[src/rtl/patdet_pkg.sv]
// ============================================================================
// Module      : patdet_pkg
// Description : Shared state encoding and helpers for the Moore pattern detector.
// Revision    : 1.0 - initial release
// ============================================================================
`default_nettype none

package patdet_pkg;

  localparam int STATE_W = 2;

  typedef enum logic [STATE_W-1:0] {
    S_FILL  = 2'd0,
    S_SCAN  = 2'd1,
    S_MATCH = 2'd2
  } patdet_state_t;

  // Masked window compare: a zero mask bit excludes that position.
  function automatic logic window_hit(input logic [31:0] hist,
                                      input logic [31:0] pattern,
                                      input logic [31:0] mask);
    return ((hist ^ pattern) & mask) == 32'd0;
  endfunction

endpackage : patdet_pkg

`default_nettype wire

[src/rtl/patdet_sat_counter.sv]
// ============================================================================
// Module      : patdet_sat_counter
// Description : Saturating up-counter with clear; clear plus increment yields 1.
// Revision    : 1.0 - initial release
// ============================================================================
`default_nettype none

module patdet_sat_counter #(
  parameter int CNT_W = 8
) (
  input  logic             clk,
  input  logic             rst,
  input  logic             inc,
  input  logic             clr,
  output logic [CNT_W-1:0] q
);

  logic [CNT_W-1:0] cnt_q;
  logic [CNT_W-1:0] cnt_d;

  always_comb begin
    cnt_d = cnt_q;
    if (clr) begin
      cnt_d = CNT_W'(inc);
    end else if (inc && (cnt_q != {CNT_W{1'b1}})) begin
      cnt_d = cnt_q + 1'b1;
    end
  end

  always_ff @(posedge clk) begin
    if (rst) begin
      cnt_q <= '0;
    end else begin
      cnt_q <= cnt_d;
    end
  end

  assign q = cnt_q;

endmodule : patdet_sat_counter

`default_nettype wire

[src/rtl/moore_pattern_detector.sv]
// ============================================================================
// Module      : moore_pattern_detector
// Description : Moore serial pattern detector with loadable pattern, selectable
//               overlap and saturating match counter.
//               Define PATDET_MASK_EN to add a loadable don't-care mask.
// Revision    : 1.0 - initial release
// ============================================================================
`default_nettype none

module moore_pattern_detector
  import patdet_pkg::*;
#(
  parameter int                 PAT_LEN = 4,
  parameter logic [PAT_LEN-1:0] PATTERN = 4'b1100,
  parameter bit                 OVERLAP = 1'b1,
  parameter int                 CNT_W   = 8
) (
  input  logic               clk,
  input  logic               rst,
  input  logic               in_valid,
  input  logic               x,
  input  logic               pat_load,
  input  logic [PAT_LEN-1:0] pat_in,
`ifdef PATDET_MASK_EN
  input  logic [PAT_LEN-1:0] pat_mask_in,
`endif
  input  logic               count_clr,
  output logic               z,
  output logic [CNT_W-1:0]   match_count
);

  localparam int                FILL_W    = $clog2(PAT_LEN + 1);
  localparam logic [FILL_W-1:0] FILL_FULL = FILL_W'(PAT_LEN);

  patdet_state_t       state_q, state_d;
  logic [PAT_LEN-1:0]  hist_q, hist_d;
  logic [FILL_W-1:0]   fill_q, fill_d;
  logic [PAT_LEN-1:0]  pattern_q, pattern_d;
  logic [PAT_LEN-1:0]  mask_w;

  logic [PAT_LEN-1:0]  hist_n;
  logic [FILL_W-1:0]   fill_n;
  logic                hit;

`ifdef PATDET_MASK_EN
  logic [PAT_LEN-1:0] mask_q;

  always_ff @(posedge clk) begin
    if (rst) begin
      mask_q <= '1;
    end else if (pat_load) begin
      mask_q <= pat_mask_in;
    end
  end

  assign mask_w = mask_q;
`else
  assign mask_w = '1;
`endif

  assign hist_n = {hist_q[PAT_LEN-2:0], x};
  assign fill_n = (fill_q == FILL_FULL) ? FILL_FULL : fill_q + 1'b1;

  always_comb begin
    state_d   = state_q;
    hist_d    = hist_q;
    fill_d    = fill_q;
    pattern_d = pattern_q;
    hit       = 1'b0;

    if (pat_load) begin
      pattern_d = pat_in;
      hist_d    = '0;
      fill_d    = '0;
      state_d   = S_FILL;
    end else if (in_valid) begin
      hit    = (fill_n == FILL_FULL) &&
               window_hit(32'(hist_n), 32'(pattern_q), 32'(mask_w));
      hist_d = hist_n;
      fill_d = fill_n;
      if (hit) begin
        state_d = S_MATCH;
        // Without overlap the next match must be built from fresh bits only.
        if (!OVERLAP) begin
          hist_d = '0;
          fill_d = '0;
        end
      end else if (fill_n < FILL_FULL) begin
        state_d = S_FILL;
      end else begin
        state_d = S_SCAN;
      end
    end
  end

  always_ff @(posedge clk) begin
    if (rst) begin
      state_q   <= S_FILL;
      hist_q    <= '0;
      fill_q    <= '0;
      pattern_q <= PATTERN;
    end else begin
      state_q   <= state_d;
      hist_q    <= hist_d;
      fill_q    <= fill_d;
      pattern_q <= pattern_d;
    end
  end

  assign z = (state_q == S_MATCH);

  patdet_sat_counter #(
    .CNT_W (CNT_W)
  ) u_match_cnt (
    .clk (clk),
    .rst (rst),
    .inc (hit),
    .clr (count_clr),
    .q   (match_count)
  );

endmodule : moore_pattern_detector

`default_nettype wire

[config.mk]
export PLATFORM = sky130hd
export DESIGN_NAME = moore_pattern_detector
export DESIGN_NICKNAME = d
export VERILOG_FILES = /design/src/rtl/patdet_pkg.sv /design/src/rtl/patdet_sat_counter.sv /design/src/rtl/moore_pattern_detector.sv
export SDC_FILE = /design/constraint.sdc
export NUM_CORES = 1
export LEC_CHECK = 0
export BUFFER_PORTS_ARGS = -buffer_cell sky130_fd_sc_hd__buf_2
export CORE_MARGIN = 2
export CORE_UTILIZATION = 35
export DETAILED_ROUTE_END_ITERATION = 7
export SLEW_MARGIN = 20
export SYNTH_ARGS = -nofsm -noshare
export SYNTH_HDL_FRONTEND = slang
export SYNTH_SLANG_ARGS = --single-unit
[constraint.sdc]
create_clock -name clk -period 2.85 [get_ports clk]
set_input_delay 0.855 -clock clk [delete_from_list [all_inputs] [get_ports clk]]
set_output_delay 0.855 -clock clk [all_outputs]
set_load 0.005 [all_outputs]
=== Word level (Yosys, flattened, before mapping) ===
Index checks and enable logic that the tools add are counted.

* Register bits: 20
* Bits of input ports: 10
* Output and inout port bits: 9
* Logic and storage cells: 27

* Add/subtract/negate cells: 2
* Order comparisons: 1
* Equality and inequality tests: 4
* Mux-type cells: 7
* Bitwise gates (word level): 1
* Reductions and logical operators: 6

{| class="wikitable"
|+ Operator list
! operator !! number
|-
| logical NOT 32 bit || 1
|-
| adder 8 x 1 -> 8 bit, second input constant || 1
|-
| != test 8 bit, second input constant || 1
|-
| == test 3 bit, second input constant || 2
|-
| two-way mux 1 bit || 5
|-
| OR reduction 2 bit || 2
|-
| bitwise XOR 4 bit || 1
|-
| adder 3 x 1 -> 3 bit, second input constant || 1
|-
| < comparator 3 bit, second input constant || 1
|-
| two-way mux 3 bit || 1
|-
| == test 2 bit, second input constant || 1
|-
| logical AND 1 bit || 2
|-
| two-way mux 2 bit || 1
|-
| nonzero test 2 bit || 1
|}

=== Logic depth before layout (Yosys ltp) ===
* Word-level depth: 9
* Mapped depth: 8
* Mapped depth without buffers: 7

=== By module ===
Synthesis repeated with hierarchy kept, for this count alone.

* Cells, all modules: 103
* Area, all modules: 982.2 sq um

{| class="wikitable"
|+ By module, submodules not included
! module !! instances !! cells each !! area each (sq um) !! seq. area each (sq um)
|-
| moore_pattern_detector || 1 || 57 || 571.8 || 240.2
|-
| patdet_sat_counter || 1 || 46 || 410.4 || 160.2
|}

=== Worst setup path before layout ===
OpenSTA, ideal clock, no wires.

* Path type: input to register
* Start: input pat_load
* End: register u_match_cnt.cnt_q[6], in the netlist u_match_cnt.q[6]
* Setup time: 70 ps
* Arrival time: 2253 ps
* Required time: 2780 ps
* Path slack: 527 ps
* Stages: 7
* Buffers on the path: 2
* Cell sequence: buf_6 -> nor2_4 -> nand4_1 -> or4_4 -> buf_6 -> or3_1 -> a21oi_1

* Word-level cells in the longest chain between the ends: 2

{| class="wikitable"
|+ RTL lines
! what !! RTL line !! RTL
|-
| start, declared || moore_pattern_detector.sv:22 || <nowiki>input logic pat_load,</nowiki>
|-
| two-way mux 1 bit || moore_pattern_detector.sv:71 || <nowiki>if (pat_load) begin</nowiki>
|-
| logical AND 1 bit || patdet_sat_counter.sv:25 || <nowiki>end else if (inc && (cnt_q != {CNT_W{1'b1}})) begin</nowiki>
|-
| end signal, assigned || patdet_sat_counter.sv:34 || <nowiki>cnt_q <= cnt_d;</nowiki>
|-
| end, declared || patdet_sat_counter.sv:18 || <nowiki>logic [CNT_W-1:0] cnt_q;</nowiki>
|}

No other way between the ends.
A chain may end at the register's enable or synchronous reset.

=== Worst setup path in the final report ===
* Start: register fill_q[0]
* End: register u_match_cnt.cnt_q[6], in the netlist u_match_cnt.q[6]

* Word-level cells in the longest chain between the ends: 7
* Elaborated cells on any way between the ends: 8
* Those cells by class: add/sub: 1; eq/ne: 2; mux: 3; reduce/logical: 2

{| class="wikitable"
|+ RTL lines
! what !! RTL line !! RTL
|-
| start, declared || moore_pattern_detector.sv:37 || <nowiki>logic [FILL_W-1:0] fill_q, fill_d;</nowiki>
|-
| start signal, assigned || moore_pattern_detector.sv:105 || <nowiki>fill_q <= fill_d;</nowiki>
|-
| adder 3 x 1 -> 3 bit or == test 3 bit (tied branches) || moore_pattern_detector.sv:62 || <nowiki>assign fill_n = (fill_q == FILL_FULL) ? FILL_FULL : fill_q + 1'b1;</nowiki>
|-
| two-way mux 3 bit (*) || moore_pattern_detector.sv:62 ||
|-
| net fill_n[1] || moore_pattern_detector.sv:42 || <nowiki>logic [FILL_W-1:0] fill_n;</nowiki>
|-
| == test 3 bit (*) || moore_pattern_detector.sv:77 || <nowiki>hit = (fill_n == FILL_FULL) &&</nowiki>
|-
| logical AND 1 bit (*) || moore_pattern_detector.sv:77 ||
|-
| two-way mux 1 bit (*) || moore_pattern_detector.sv:76 || <nowiki>end else if (in_valid) begin</nowiki>
|-
| two-way mux 1 bit (*) || moore_pattern_detector.sv:71 ||
|-
| logical AND 1 bit (*) || patdet_sat_counter.sv:25 ||
|}

Mark *: on every way through the listed nets, which the timed path passes. The rest lies on a longest branch.

==> metrics.yaml <==
fill_cells: 287
viasPerCell: 5.13
cp-start-kind: "flop"
synthCells: 109
hold_violations: 0
required_ns: 3.08
grt_remaining_overflow: 0
maxCapViolations: 0
grt_max_degree: 13
antenna_found_initial: 0
path_cells: "inv_1 -> ha_1 -> nor2_4 -> nand4_1 -> or4_4 -> or3_1 -> a21oi_1"
clk-insertion-delay-late_ns: 0.29
setup_violations: 0
clk_path_buf_depth: 2
min_path_type: "reg -> reg"
wl_met3_um: 77
slew_headroom_pct: 82.0
ys_ff_latch: 20
cts_resized: 0
final-instance-count-excl-fill: 156
max_freq_ghz: 0.457
wl_met2_um: 906
worstReg2RegStart: "fill_q[0]$_SDFFE_PP0P_"
postSynthAreaPerCell_um2: 9.34
cp_slowest_stage_delay_ns: 0.57
status: "finished clean"
core-area_um2: 2760
port_buffers: 18
rr_endpoint: "u_match_cnt.q[6]$_SDFFE_PP0P_"
leakagePower_uw: 0.000448
dp_hpwl_um: 1440
rsz0062_at_grt: "false"
crit_arrival_ns: 2.42
wl_per_cell_um: 11.6
report.final.slew_viol_count: 0
top_layer: "met4"
r2r_cells: 7
cp_top_family: "simple AND/OR/NAND/NOR gates"
cts_inserted_buffers: 3
m1WireLength_um: 792
initial_core_util_pct: 36.9
antenna_cells: 0
finalSetupTns_ns: 0
design_area_um2: 1130
place_inst: 153
drtAntennaViolNets: 0
p_per_area_nw_per_um2: 408
synth_warnings: 0
io-pin-count: 19
total_power_uw: 461
syn_area_um2: 1020
endpoint_kind: "flop"
vdd_drop_max_uv: 204
fin_skew_ns: 0.00189
drcViolationCount: 0
cts_tree: "built"
hold_buffers: 0
cts_root_buffer: "clkbuf_4"
gp_congestion: 0.739
path_class: "reg -> reg"
track_usage_pct: 11.8
syn_nets: 122
crit_cells: 7
fp.dieW_um: 57.9
cp-endpoint: "u_match_cnt.q[6]$_SDFFE_PP0P_"
cp_max_fo: 12
dpl-instance-area_um2: 1110
crit_path_start: "fill_q[0]$_SDFFE_PP0P_"
drt_first_pass_iters: 4
initialDrtViolationCount: 15
drive_above_1_share_pct: 29.6
die_area_um2: 3360
fp-row-count: 19
routed-via-count: 801
die_h_um: 57.9
reg2reg_slack_ns: 0.66
cts.sinks: 20
post_cts.repair.setup_buffers: 0
synthDistinctLibCells: 31
path_buf_inv: 1
htree_num_levels: 1
cp_slowest_cell: "or4_4"
worst_slew_pin_slew_ns: 0.268
area_growth_syn_to_layout_pct: 10.8
post-route-period-util_pct: 76.7
yosysSeqAreaShare_pct: 39.3
wl_um: 1810
min_period_ns: 2.19
final_nets: 140
cts.clk_slew.worst_paths_ns: 0.10
grt_pass1_wl_um: 3090
grt_pass1_vias: 773
## worst min-delay path by stage
stage / cells after the start / end / start / slack (ns)
4_1_cts: 2 / u_match_cnt.q[3]$_SDFFE_PP0P_ / u_match_cnt.q[3]$_SDFFE_PP0P_ / 0.52
2_1_floorplan: 2 / state_q[1]$_SDFFE_PP0P_ / state_q[1]$_SDFFE_PP0P_ / 0.45
6_report: 2 / state_q[1]$_SDFFE_PP0P_ / state_q[1]$_SDFFE_PP0P_ / 0.51
5_1_grt: 2 / pattern_q[1]$_SDFFE_PP0P_ / pattern_q[1]$_SDFFE_PP0P_ / 0.57
3_5_place_dp: 2 / state_q[1]$_SDFFE_PP0P_ / state_q[1]$_SDFFE_PP0P_ / 0.50
3_3_place_gp: 2 / state_q[1]$_SDFFE_PP0P_ / state_q[1]$_SDFFE_PP0P_ / 0.47
## through the flow
step                hold slack, ns  setup slack [ns]  utilization (%)
global placement             0.469             0.462             40.1
floorplan                    0.453             0.527                -
finish                       0.511             0.663             40.9
CTS                          0.524             0.633             40.9
global route                 0.567             0.504             40.9
detailed placement           0.503             0.406             40.1
## sequential cells by signal (all words and copies together) (netlist names)
register and cells:
state_q 2, u_match_cnt.q 8, hist_q 3, fill_q 3
pattern_q 4
## cell type report
cell class	instances	area, µm²	area share [%]
inverters	6	22.5	2.00
repair buffers	18	90.1	7.98
flip-flops and latches	20	400	35.5
well taps	31	38.8	3.44
multi-input cells	78	554	49.1
clock buffers	3	22.5	2.00
## power breakdown
part	switching (µW)	internal, µW
Sequential	4.72	285
Clock	80.5	49.2
Combinational	19.5	22.2
## placed cells by master (no fill, tap or decap), types with 3 or more instances in the layout
master,netlist,routed
o21ai_0,6,6
nor3_1,5,5
nand3_1,3,3
or2_2,4,4
or3_1,5,5
clkbuf_4,0,3
ha_1,3,3
nor2_1,11,11
mux2i_1,7,7
inv_1,6,6
xnor2_2,3,3
a21oi_1,9,9
dfxtp_1,20,20
buf_2,0,18
## metal layers
layer | up-vias | global-route usage [%]
met5 | - | 0
met4 | 0 | 5.98
met3 | 4 | 2.68
met2 | 16 | 20.6
met1 | 369 | 13.4
li1 | 412 | -
## synth_stat cells
master     n  area share (%)
dfxtp_1   20              39
nand2_1    1            0.37
ha_1       3             3.7
nor2_1    11             4.1
or2_2      4             2.5
or4_4      1             1.1
xnor2_1    1            0.86
o21ai_0    6             2.9
nand3_1    3             1.5
mux2i_1    7             6.9
and4_1     1            0.86
a211o_2    2             2.0
nor3_1     5             2.5
inv_1      6             2.2
buf_6      3             3.3
and2_1     1            0.61
mux2_2     1             1.1
nand4_1    2             1.2
xnor2_2    3             4.8
o211ai_2   1             1.2
and2b_2    2             1.7
nor2_4     1             1.1
or3_1      5             3.1
a21oi_1    9             4.4
o21ai_2    1            0.86
clkbuf_1   2            0.74
nand3b_1   2             1.5
nand4b_1   1            0.86
nor2b_1    1            0.61
a21boi_0   1            0.74
or2b_1     2             1.5
## tightest hold or removal path: cells and delay by family (launching register included)
kind	cells	cell delay, ns
AOI/OAI and AO/OA	1	0.06
DFF	1	0.34
and+or+nand+nor	1	0.08
## kinds of logic after synthesis
logic type | Yosys count | share of synthesized area (%)
xor gates and xnor gates | 4 | 5.65
buffers and inverters | 11 | 6.27
AOI/OAI and AO/OA | 20 | 12.2
and+or+nand+nor | 43 | 24.9
DFF | 20 | 39.3
adders and majority gates | 3 | 3.69
muxes | 8 | 7.99
Note: power is estimated with default switching activity, not from simulation.
